[src/rtl/pipe_skid_reg_pkg.sv]
// Shared definitions for the skid-buffered pipeline register: FSM state encoding
// and the stall-event decode used by the stall counter.
package pipe_skid_reg_pkg;

    typedef enum logic [1:0] {
        ST_EMPTY = 2'b00,
        ST_FULL  = 2'b01,
        ST_SKID  = 2'b10
    } skid_state_e;

    function automatic logic stall_event(input logic valid, input logic ready);
        return valid & ~ready;
    endfunction

endpackage

[src/rtl/pipe_slot.sv]
// One pipeline holding register: value payload plus control payload, with load
// and a control-only clear so a bubble keeps its data but carries no side effects.
module pipe_slot #(
    parameter int DATA_W = 32,
    parameter int CTRL_W = 6
) (
    input  logic              clk,
    input  logic              rst,
    input  logic              load_i,
    input  logic              clr_ctrl_i,
    input  logic [DATA_W-1:0] data_i,
    input  logic [CTRL_W-1:0] ctrl_i,
    output logic [DATA_W-1:0] data_o,
    output logic [CTRL_W-1:0] ctrl_o
);

    logic [DATA_W-1:0] data_q;
    logic [CTRL_W-1:0] ctrl_q;

    always_ff @(posedge clk) begin
        if (rst) begin
            data_q <= '0;
            ctrl_q <= '0;
        end else if (load_i) begin
            data_q <= data_i;
            ctrl_q <= ctrl_i;
        end else if (clr_ctrl_i) begin
            ctrl_q <= '0;
        end
    end

    assign data_o = data_q;
    assign ctrl_o = ctrl_q;

endmodule

[src/rtl/pipe_skid_reg.sv]
// Inter-stage pipeline register with valid/ready handshake, one-entry skid buffer,
// flush squash and a saturating back-pressure cycle counter.
module pipe_skid_reg
    import pipe_skid_reg_pkg::*;
#(
    parameter int DATA_W = 32,
    parameter int CTRL_W = 6,
    parameter int CNT_W  = 16
) (
    input  logic              clk,
    input  logic              rst,
    input  logic              flush,
    input  logic              in_valid,
    output logic              in_ready,
    input  logic [DATA_W-1:0] in_data,
    input  logic [CTRL_W-1:0] in_ctrl,
    output logic              out_valid,
    input  logic              out_ready,
    output logic [DATA_W-1:0] out_data,
    output logic [CTRL_W-1:0] out_ctrl,
    input  logic              stall_clr,
    output logic [CNT_W-1:0]  stall_cnt
);

    localparam logic [CNT_W-1:0] CNT_MAX = '1;

    skid_state_e       state_q, state_d;
    logic              m_load, m_clr, s_load, s_clr;
    logic [DATA_W-1:0] m_src_data, s_data;
    logic [CTRL_W-1:0] m_src_ctrl, s_ctrl;
    logic [CNT_W-1:0]  stall_q, stall_d;

    // Ready depends only on the state flop (and reset), never on out_ready.
    assign in_ready  = ~rst & (state_q != ST_SKID);
    assign out_valid = (state_q != ST_EMPTY);

    // Main slot refills from the skid slot when draining, otherwise from upstream.
    assign m_src_data = (state_q == ST_SKID) ? s_data : in_data;
    assign m_src_ctrl = (state_q == ST_SKID) ? s_ctrl : in_ctrl;

    always_comb begin
        state_d = state_q;
        m_load  = 1'b0;
        m_clr   = 1'b0;
        s_load  = 1'b0;
        s_clr   = 1'b0;
        if (flush) begin
            state_d = ST_EMPTY;
            m_clr   = 1'b1;
            s_clr   = 1'b1;
        end else begin
            case (state_q)
                ST_EMPTY: begin
                    if (in_valid) begin
                        m_load  = 1'b1;
                        state_d = ST_FULL;
                    end
                end
                ST_FULL: begin
                    if (out_ready) begin
                        if (in_valid) begin
                            m_load = 1'b1;
                        end else begin
                            m_clr   = 1'b1;
                            state_d = ST_EMPTY;
                        end
                    end else if (in_valid) begin
                        s_load  = 1'b1;
                        state_d = ST_SKID;
                    end
                end
                ST_SKID: begin
                    if (out_ready) begin
                        m_load  = 1'b1;
                        state_d = ST_FULL;
                    end
                end
                default: begin
                    state_d = ST_EMPTY;
                    m_clr   = 1'b1;
                    s_clr   = 1'b1;
                end
            endcase
        end
    end

    always_ff @(posedge clk) begin
        if (rst) begin
            state_q <= ST_EMPTY;
        end else begin
            state_q <= state_d;
        end
    end

    // Stall counter: clear wins over increment; flush leaves it untouched.
    always_comb begin
        stall_d = stall_q;
        if (stall_clr) begin
            stall_d = '0;
        end else if (stall_event(out_valid, out_ready) && (stall_q != CNT_MAX)) begin
            stall_d = stall_q + 1'b1;
        end
    end

    always_ff @(posedge clk) begin
        if (rst) begin
            stall_q <= '0;
        end else begin
            stall_q <= stall_d;
        end
    end

    assign stall_cnt = stall_q;

    pipe_slot #(.DATA_W(DATA_W), .CTRL_W(CTRL_W)) u_main (
        .clk        (clk),
        .rst        (rst),
        .load_i     (m_load),
        .clr_ctrl_i (m_clr),
        .data_i     (m_src_data),
        .ctrl_i     (m_src_ctrl),
        .data_o     (out_data),
        .ctrl_o     (out_ctrl)
    );

    pipe_slot #(.DATA_W(DATA_W), .CTRL_W(CTRL_W)) u_skid (
        .clk        (clk),
        .rst        (rst),
        .load_i     (s_load),
        .clr_ctrl_i (s_clr),
        .data_i     (in_data),
        .ctrl_i     (in_ctrl),
        .data_o     (s_data),
        .ctrl_o     (s_ctrl)
    );

endmodule
[config.mk]
export PLATFORM = sky130hd
export DESIGN_NAME = pipe_skid_reg
export DESIGN_NICKNAME = d
export VERILOG_FILES = /design/src/rtl/pipe_skid_reg_pkg.sv /design/src/rtl/pipe_slot.sv /design/src/rtl/pipe_skid_reg.sv
export SDC_FILE = /design/constraint.sdc
export NUM_CORES = 1
export LEC_CHECK = 0
export BUFFER_PORTS_ARGS = -buffer_cell sky130_fd_sc_hd__buf_4
export CORE_MARGIN = 1.5
export CORE_UTILIZATION = 50
export DETAILED_ROUTE_END_ITERATION = 8
export PLACE_DENSITY_LB_ADDON = 0.12
export SLEW_MARGIN = 10
export SYNTH_ARGS = -nofsm -noshare
export SYNTH_HDL_FRONTEND = slang
export SYNTH_SLANG_ARGS = --single-unit
[constraint.sdc]
create_clock -name clk -period 2.41 [get_ports clk]
set_clock_uncertainty 0.1 [all_clocks]
set_input_delay 0.241 -clock clk [delete_from_list [all_inputs] [get_ports clk]]
set_output_delay 0.241 -clock clk [all_outputs]
set_load 0.1 [all_outputs]
### Word-level counts from Yosys, hierarchy flattened

Index checks and enable logic that the tools add are counted.

| storage, ports and cells | value |
|---|---|
| bits of input ports | 44 |
| word-level logic and storage cells | 55 |
| flip-flop bits (word level) | 94 |
| output and inout port bits | 56 |

| operators by class | value |
|---|---|
| bitwise logic cells | 4 |
| equal/unequal tests | 8 |
| add/sub/neg operators | 1 |
| muxes and demuxes | 26 |
| reductions and logical operators | 10 |

Operator list:

| operator | count |
|---|---|
| $mux 32 | 1 |
| $mux 6 | 5 |
| $add 16x1->16 const B | 1 |
| $ne 16x16->1 const B | 1 |
| $mux 1 | 12 |
| $mux 2 | 5 |
| $ne 2x2->1 const B | 3 |
| $ne 3x3->1 const B | 2 |
| $pmux 2 s3 | 1 |
| $reduce_bool 2->1 | 3 |
| $reduce_or 2->1 | 3 |
| $reduce_and 4->1 | 1 |
| $pmux 1 s3 | 1 |
| $reduce_or 3->1 | 1 |
| $and 1x1->1 | 2 |
| $eq 2x1->1 const B | 1 |
| $eq 2x2->1 const B | 1 |
| $logic_not 2->1 | 1 |
| $not 1->1 | 2 |
| $pmux 1 s2 | 1 |
| $logic_and 1x1->1 | 1 |

### Logic depth before layout (Yosys ltp)

Gate-level depths: netlist (run 1).

| depth | value |
|---|---|
| word-level depth | 6 |
| depth in mapped cells | 7 |
| gate-level depth less buffers | 5 |

### By module

A second synthesis (run 1) with hierarchy kept.

| unflattened totals | value |
|---|---|
| cells, all modules | 427 |
| area total of the unflattened synthesis | 4297.9 um^2 |

Modules (own cells, without submodules):

| module | area each (um^2) | seq. area each (um^2) | cells an instance | instances |
|---|---|---|---|---|
| pipe_slot | 1391.3 | 760.7 | 129 | 2 |
| pipe_skid_reg | 1515.2 | 360.3 | 169 | 1 |

### Least setup slack after synthesis (run 1)

OpenSTA, ideal clock, no wires.

| path | value |
|---|---|
| kind | flip-flop to flip-flop |
| from | register stall_q[1], in the netlist stall_cnt[1] |
| to | register stall_q[3], in the netlist stall_cnt[3] |
| required time | 2195 ps |
| path buffers | 1 |
| arrival time | 2552 ps |
| path slack | -357 ps |
| stages on the path, launching flop included | 7 |
| clock period less this slack | 2767 ps |
| setup time | 115 ps |
| cell sequence | dfxtp_1 ha_1 nand4_1 nor4_1 clkbuf_1 nor4_1 o21a_1 |

| between the ends | value |
|---|---|
| word-level cells in the longest chain between the ends | 2 |
| elaborated cells on any way between the ends | 3 |
| classes of those cells | add/sub: 1; eq/ne: 1; reduce/logical: 1 |

RTL lines:

| item | line | source |
|---|---|---|
| start: declaration | pipe_skid_reg.sv:31 | `logic [CNT_W-1:0] stall_q, stall_d;` |
| start signal: assignment | pipe_skid_reg.sv:109 | `stall_q <= stall_d;` |
| parallel branches: the longest is 2 deep, another holds $add 16x1->16 | - |  |

Parallel ways; which one is timed is not known.
A chain may end at the register's enable or synchronous reset.

### Worst setup path in the final report (run 1)

| path | value |
|---|---|
| from | register state_q[0] |
| to | output port in_ready |

| between the ends | value |
|---|---|
| word-level cells in the longest chain between the ends | 2 |

RTL lines:

| item | line | source |
|---|---|---|
| start: declaration | pipe_skid_reg.sv:27 | `skid_state_e state_q, state_d;` |
| start signal: assignment | pipe_skid_reg.sv:91 | `state_q <= state_d;` |
| $ne 2x2->1 | pipe_skid_reg.sv:34 | `assign in_ready = ~rst & (state_q != ST_SKID);` |
| $and 1x1->1 | pipe_skid_reg.sv:34 |  |
| end: declaration | pipe_skid_reg.sv:14 | `output logic in_ready,` |

No other way between the ends.

==> results of run 1 <==
stage by stage:
stage	hold slack (ns)	power, W	TNS (ns)	area (um2)	setup WS [ns]
global placement	0.341	0.00216	0	4990	0.353
global route	0.00328	0.00335	0	5190	0.170
detailed placement	0.346	0.00216	0	4990	0.345
finish	0.0153	0.00321	0	5190	0.268
floorplan	0.277	0.00201	-0.0180	4160	-0.0180
CTS	0.00125	0.00324	0	5190	0.236
area by class of cell:
| cell class | instances | share of cell area |
|---|---|---|
| clock buffer | 11 | 0.0291 |
| clock inverter | 4 | 0.0106 |
| inverter | 2 | 0.00145 |
| multi-input combinational | 350 | 0.404 |
| sequential | 94 | 0.366 |
| tap | 105 | 0.0253 |
| timing repair buffer | 110 | 0.164 |
worst max path at each step:
stage,startpoint,end,slack [ns],cells past startpoint
2_1_floorplan,stall_cnt[14],stall_cnt[3],-0.02,5
5_1_grt,state_q[0],in_ready,0.17,4
4_1_cts,state_q[0],in_ready,0.24,4
3_5_place_dp,out_ready,stall_cnt[15],0.35,5
6_report,state_q[0],in_ready,0.27,4
3_3_place_gp,out_ready,stall_cnt[15],0.35,5
layout by cell type, fill, tap and decap left out, types with 2 or more instances in the layout:
cell type  count
buf_4        108
dfxtp_1       79
nand2_1       75
a21oi_1       72
or3_1         40
o21ai_0       38
mux2i_1       38
dfxtp_2       15
clkbuf_8      11
nor2_1        10
or4_1          8
o2bb2ai_1      6
a32oi_1        6
nand3_1        5
nand4_1        5
nor3_1         4
o31ai_1        4
o211ai_1       4
and3_1         3
nor4_1         3
or2_2          2
nand2b_1       2
o22a_1         2
inv_1          2
o21a_1         2
and4_1         2
buf_12         2
state kept, by name, summed over array words and instances, names as in the netlist:
signal,count
stall_cnt,16
state_q,2
u_skid.ctrl_o,6
u_skid.data_o,32
u_main.data_o,32
u_main.ctrl_o,6
critical path, cell delays in order, from the launching register on:
cell and delay (ns):
dfxtp_1 0.39, buf_4 0.17, nand2b_2 0.37, nor2b_2 0.21, buf_4 0.29
logic make-up after synthesis:
group,count (synthesis),synth area share
AOI/OAI and AO/OA,142,0.199
xor gates and xnor gates,1,0.00212
adders and majority gates,1,0.00302
buffers and inverters,44,0.0435
DFF,94,0.455
muxes,39,0.0946
and+or+nand+nor,167,0.203
layer usage:
metal | GRT usage | vias up | part of all wire
met2 | 0.365 | 85 | 0.48
met5 | 0 | - | 0
met1 | 0.283 | 1770 | 0.46
met4 | 0.0796 | 0 | 0.013
met3 | 0.0502 | 12 | 0.046
li1 | - | 1902 | -
power groups by stage:
stage,Clock (W),Sequential [W],Combinational (W)
2_1_floorplan,0,0.00185,0.000155
3_3_place_gp,0,0.00164,0.000513
3_5_place_dp,0,0.00164,0.000519
4_1_cts,0.00112,0.00161,0.000520
5_1_grt,0.00119,0.00161,0.000550
6_report,0.00108,0.00161,0.000517
synthesized netlist by cell type:
cell type	count	share of area
o21a_1	2	0.0036
clkbuf_1	34	0.031
and4_1	2	0.0042
o21bai_1	1	0.0018
nor2b_1	2	0.0030
and3_1	3	0.0045
buf_6	1	0.0027
ha_1	1	0.0030
nor3_1	5	0.0060
nand4_1	5	0.0076
o2111ai_1	1	0.0021
inv_1	2	0.0018
nor2_1	10	0.0091
o2bb2ai_1	6	0.013
a2111oi_0	1	0.0021
nand3_1	5	0.0060
or4_1	8	0.015
nor3b_1	1	0.0018
o21ba_2	1	0.0024
o211ai_1	4	0.0073
o31ai_1	4	0.0073
dfxtp_1	94	0.45
nor4_1	3	0.0045
and2b_1	1	0.0018
nand2b_1	3	0.0045
o21bai_4	1	0.0045
nor4b_1	1	0.0021
o22a_1	2	0.0042
xnor2_1	1	0.0021
nand2_1	75	0.068
or3_1	40	0.060
buf_2	6	0.0073
a21oi_1	73	0.088
mux2_2	1	0.0027
a31oi_1	1	0.0015
a32oi_1	6	0.013
buf_1	1	0.00091
o21ai_0	38	0.046
and3b_1	1	0.0021
mux2i_1	38	0.092
or2_2	2	0.0030
o31a_1	1	0.0021
==> results.toml, run 1 <==
[clock_tree]
cts_setup_buffers = 0
cts.sinks = 94
tritoncts = "yes"
hold_buffers = 0
clk_latency_ns = 0.35
root_buffer = "clkbuf_8"
cts_resized = 0
ctsHtreeMaxLevel = 3
clockBufferDepth = 2
cts_buffers = 9
clk_pin_slew_ns = 0.09

[routing]
num_vias = 3769
routedWlPerCell_um = 14.0
drcViolationCount = 0
routed_wirelength_mm = 9.45
drtIter0Drc = 186
final_antenna_net_count = 0
viasPerCell = 5.58
first_pass_iters = 4

[synthesis]
ys_warn_count = 0
syn-mean-instance-area_um2 = 8.48
synthCells = 488
seq_area_frac_synth = 0.455
synth_nets = 533
synth-seq-cells = 94
synth_area_um2 = 4140
yosysUniqueCellTypes = 42

[critical_path]
rr_endpoint = "stall_cnt[15]"
worstSetupPathType = "flip-flop to primary output"
critPathMaxFanout = 12
cp.required_ns = 2.07
timing.rr.start = "stall_cnt[6]"
start_kind = "flip-flop"
arrival_ns = 1.80
end_kind = "primary output"
r2r_slack_ns = 0.36
reg2reg_depth = 4

[pwr]
netSwitchingPower_w = 0.000934
p_sw_frac = 0.291
combPwrFrac = 0.161
power_leakage_nw = 2.20
clkPwrFrac = 0.337
power_frac_seq = 0.501
ir_drop_mv = 0.375
p_int_w = 0.00227
power_density_nw_per_um2 = 617

[place]
globalplace.congestion = 0.818
dp_hpwl_mm = 6.12
port_buffers = 99
dp_cells = 661

[hold_path]
hold-path-endpoint = "u_skid.ctrl_o[3]"
holdPathStages = 3
min-delay-path-class = "input port to flip-flop"
worstHoldStart = "in_ctrl[3]"

[die]
dieWidth_um = 94.0
core-area_um2 = 8130
die_area_um2 = 8830
row_count = 33
boundaryPins = 100
fp.dieH_um = 94.0
initial_core_util = 0.509

[sta]
setup_viol = 0
relSlewSlack = 0.567
grt_setup_unrepaired = "no"
worst_slew_pin_slew_ns = 0.642
finalCritPeriodShare = 0.889
finalCriticalPeriod_ns = 2.14
max_clock_freq_mhz = 467
slew_violations = 0
finalHoldViolCount = 0

[grt]
track_usage = 0.221
grt_pass1_wl_mm = 15.7
grt_pass1_vias = 3435
overflow = 0
grt_antenna_before_repair = 0
grt_start_max_net_pins = 72

[cells_and_area]
diodes = 0
final_util = 0.639
multi_input_area_um2 = 2100
drive_above_1_share = 0.261
finalNonFillerCells = 676
seqCellArea_um2 = 1900
area_growth_pct = 25.5
n_fill_cell = 723
finalNetCount = 612

[flow_run]
maxCapViolCount = 0

[run_status]
status = "finished, final reports clean"
No activity file was read; power rests on OpenSTA's default activity.
==> run 2, diff against run 1 <==
--- a/config.mk
+++ b/config.mk
@@ -10,6 +10,7 @@
 export CORE_UTILIZATION = 50
 export DETAILED_ROUTE_END_ITERATION = 8
 export PLACE_DENSITY_LB_ADDON = 0.12
+export REMOVE_ABC_BUFFERS = 1
 export SLEW_MARGIN = 10
 export SYNTH_ARGS = -nofsm -noshare
 export SYNTH_HDL_FRONTEND = slang
==> results.toml, run 2 (same netlist as run 1, synthesis figures left out) <==
[cells_and_area]
seqCellArea_um2 = 1880
layout_commonest_cell = "buf_4"
layout_common_cells = "buf_4, dfxtp_1, nand2_1"
final_util = 0.634
multi_input_area_um2 = 2100
diodes = 0
n_fill_cell = 712
drive_above_1_share = 0.237
finalNetCount = 614
area_growth_pct = 24.6

[place]
dp_hpwl_mm = 6.34
globalplace.congestion = 0.810
port_buffers = 99

[routing]
drcViolationCount = 0
viasPerCell = 5.56
first_pass_iters = 4
num_vias = 3778
drtIter0Drc = 141
final_antenna_net_count = 0
routedWlPerCell_um = 14.4
routed_wirelength_mm = 9.75

[clock_tree]
clk_pin_slew_ns = 0.09
cts_setup_buffers = 0
cts_resized = 0
cts_buffers = 9
hold_buffers = 0
root_buffer = "clkbuf_8"
cts.sinks = 94
clk_latency_ns = 0.35
ctsHtreeMaxLevel = 3
clockBufferDepth = 2
tritoncts = "yes"

[critical_path]
worstSetupPathType = "flip-flop to primary output"
path_buf_inv = 1
arrival_ns = 1.87
cp_cell_sequence = "nand2b_2 > nor2b_1 > buf_4"
cpPeakStageDelay_ns = 0.53
cp.required_ns = 2.07
start_kind = "flip-flop"
critPathSlowestCell = "dfxtp_1"
critPathMaxFanout = 11
end_kind = "primary output"
critPathTopFamily = "simple AND/OR/NAND/NOR gates"

[die]
boundaryPins = 100
die_area_um2 = 8830
fp.dieH_um = 94.0
dieWidth_um = 94.0
row_count = 33
initial_core_util = 0.509
core-area_um2 = 8130

[pwr]
ir_drop_mv = 0.350
power_density_nw_per_um2 = 596
power_leakage_nw = 2.18
total_power_w = 0.00308

[sta]
finalCritPeriodShare = 0.919
grt_setup_unrepaired = "no"
finalHoldViolCount = 0
setup_viol = 0
finalCriticalPeriod_ns = 2.22
slew_violations = 0
max_clock_freq_mhz = 451
relSlewSlack = 0.557
worst_slew_pin_slew_ns = 0.657

[hold_path]
min-delay-path-class = "input port to flip-flop"

[grt]
grt_pass1_wl_mm = 15.4
overflow = 0
track_usage = 0.220
grt_start_max_net_pins = 61
grt_antenna_before_repair = 0
grt_pass1_vias = 3295

[flow_run]
maxCapViolCount = 0

[run_status]
status = "finished, final reports clean"
[run 2: layout make-up]
class / count / area share
well taps: 105 / 0.0255
clock inverters: 6 / 0.00728
multi-input cells: 350 / 0.406
flip-flops and latches: 94 / 0.365
clock buffers: 10 / 0.0267
repair buffers: 112 / 0.168
inverters: 2 / 0.00146
[run 2: routing by layer]
metal / vias up / part of all wire / track usage
met4: 0 / 0.013 / 0.0846
met5: - / 0 / 0
met3: 9 / 0.042 / 0.0396
li1: 1912 / - / -
met2: 80 / 0.49 / 0.368
met1: 1777 / 0.45 / 0.280
[run 2: through the flow]
stage	area [um2]	instances	setup TNS (ns)	hold WS (ns)	setup slack [ns]
3_5_place_dp	4980	663	0	0.346	0.270
4_1_cts	5160	679	0	0.0264	0.140
6_report	5160	679	0	0.0376	0.194
2_1_floorplan	3970	446	-46.83	0.210	-1.31
3_3_place_gp	4980	663	0	0.341	0.325
5_1_grt	5160	679	0	0.0243	0.0864
[run 2: path summary, 6_finish.rpt]
check                                        from                 to  slack (ns)  cells past startpoint
worst max-delay path                   state_q[0]           in_ready        0.19                      3
worst min-delay path                   in_ctrl[1]   u_skid.ctrl_o[1]        0.04                      3
worst max register to register       stall_cnt[3]      stall_cnt[15]        0.25                      4
worst min register to register  u_skid.data_o[14]  u_skid.data_o[14]        0.36                      2
[run 2: power by group]
part / total, W / switching [W] / internal, W
registers: 0.00161 / 0.0000192 / 0.00159
logic: 0.000518 / 0.000370 / 0.000148
clock network: 0.000951 / 0.000552 / 0.000398
[run 2: worst reg2reg max path, delay by kind of cell, from the launching register on]
family / cells / cell delay [ns]
AOI/OAI and AO/OA: 1 / 0.16
DFF: 1 / 0.46
and+or+nand+nor: 3 / 1.39
==> run 3, diff against run 2 <==
==> constraint.sdc (replaced) <==
create_clock -name clk -period 2.6 [get_ports clk]
set_clock_uncertainty 0.1 [all_clocks]
set_input_delay 0.26 -clock clk [delete_from_list [all_inputs] [get_ports clk]]
set_output_delay 0.26 -clock clk [all_outputs]
set_load 0.1 [all_outputs]
==> results.toml, run 3 (same netlist as run 1, synthesis figures left out) <==
[routing]
routedWlPerCell_um = 14.9
drtIter0Drc = 94
viasPerCell = 5.64
top_layer = "met4"
final_antenna_net_count = 0
num_vias = 3810
routed_wirelength_mm = 10.0
drcViolationCount = 0
wl_met3_um = 492
drt-met1-wl_mm = 4.49
first_pass_iters = 4
dr_wl_met2_mm = 4.84

[grt]
grt_antenna_before_repair = 0
track_usage = 0.233
grt_pass1_wl_mm = 16.4
grt_start_max_net_pins = 45
grt_pass1_vias = 3499
overflow = 0

[place]
dp_hpwl_mm = 6.65
globalplace.congestion = 0.846
port_buffers = 99
placed_cell_area_um2 = 4960
dp_cells = 660

[cells_and_area]
finalNetCount = 611
n_fill_cell = 741
final_util = 0.636
diodes = 0
drive_above_1_share = 0.230
area_growth_pct = 25.0
layout_commonest_cell = "buf_4"
layout_common_cells = "buf_4, dfxtp_1, nand2_1"
finalNonFillerCells = 675
fin_area_um2 = 5170

[sta]
tns_ns = 0
slew_violations = 0
max_clock_freq_mhz = 423
relSlewSlack = 0.521
finalHoldViolCount = 0
hold_ws_ns = 0.0327
worst_slew_pin_slew_ns = 0.711
finalCriticalPeriod_ns = 2.37
grt_setup_unrepaired = "no"
finalCritPeriodShare = 0.910
setup_viol = 0

[flow_run]
maxCapViolCount = 0

[pwr]
power_leakage_nw = 2.18
power_density_nw_per_um2 = 585
ir_drop_mv = 0.261

[die]
row_count = 33
fp.dieH_um = 94.0
boundaryPins = 100
die_area_um2 = 8830
core-area_um2 = 8130
initial_core_util = 0.509
dieWidth_um = 94.0

[clock_tree]
clk_pin_slew_ns = 0.09
tritoncts = "yes"
clk_latency_ns = 0.36
cts_resized = 0
cts_buffers = 9
clockBufferDepth = 2
ctsHtreeMaxLevel = 3
root_buffer = "clkbuf_8"
cts.sinks = 94
hold_buffers = 0
cts_setup_buffers = 0

[critical_path]
crit_start = "state_q[0]"
timing.rr.start = "state_q[1]"
critPathSlowestCell = "nand2b_2"
worstSetupPathType = "flip-flop to primary output"
end_kind = "primary output"
critPathMaxFanout = 16
cpPeakStageDelay_ns = 0.54
cp.required_ns = 2.24
cp_cell_sequence = "nand2b_2 > nor2b_1 > buf_4"
start_kind = "flip-flop"
arrival_ns = 2.01

[run_status]
status = "finished, final reports clean"

[hold_path]
min-delay-path-class = "input port to flip-flop"
worstHoldStart = "in_ctrl[5]"
[run 3: cell types whose count changed in the layout (fill, tap and decap cells not counted), sizes merged]
| cell | change |
|---|---|
| buf | -3 |
| bufinv | +2 |
| clkinv | -1 |
| clkinvlp | -2 |
[run 3: metal layers]
layer | track usage | up-vias
met3 | 0.0445 | 18
met2 | 0.383 | 90
met5 | 0 | -
met1 | 0.296 | 1794
li1 | - | 1908
met4 | 0.102 | 0
[run 3: area by class of cell]
cell class	instances	area (um2)	share of cell area
clock buffers	10	128	0.0247
clock inverters	5	85.1	0.0164
inverters	2	7.51	0.00145
multi-input cells	350	2100	0.405
flip-flops and latches	94	1880	0.364
well taps	105	131	0.0254
repair buffers	109	843	0.163
[run 3: worst paths after layout]
check | to | slack, ns | cells past startpoint
worst max-delay path | in_ready | 0.23 | 3
worst min-delay path | u_skid.ctrl_o[5] | 0.03 | 3
worst min register to register | u_skid.data_o[14] | 0.36 | 2
worst max register to register | stall_cnt[15] | 0.39 | 4
[run 3: through the flow]
stage	power, W	setup WS [ns]
finish	0.00302	0.234
global route	0.00313	0.131
CTS	0.00305	0.204
detailed placement	0.00201	0.413
global placement	0.00200	0.469
floorplan	0.00183	-1.14
[run 3: power by group]
part	switching (W)	internal, W	total, W	leakage [nW]
clock	0.000511	0.000540	0.00105	0.103
sequential	0.0000185	0.00147	0.00149	0.762
combinational	0.000344	0.000137	0.000482	1.32
total	0.000874	0.00215	0.00302	2.18
[run 3: worst max-delay path: cells and delay by family, from the launching register on]
| family | cells | cell delay, ns |
|---|---|---|
| and+or+nand+nor | 2 | 0.80 |
| buffers and inverters | 1 | 0.32 |
| DFF | 1 | 0.53 |
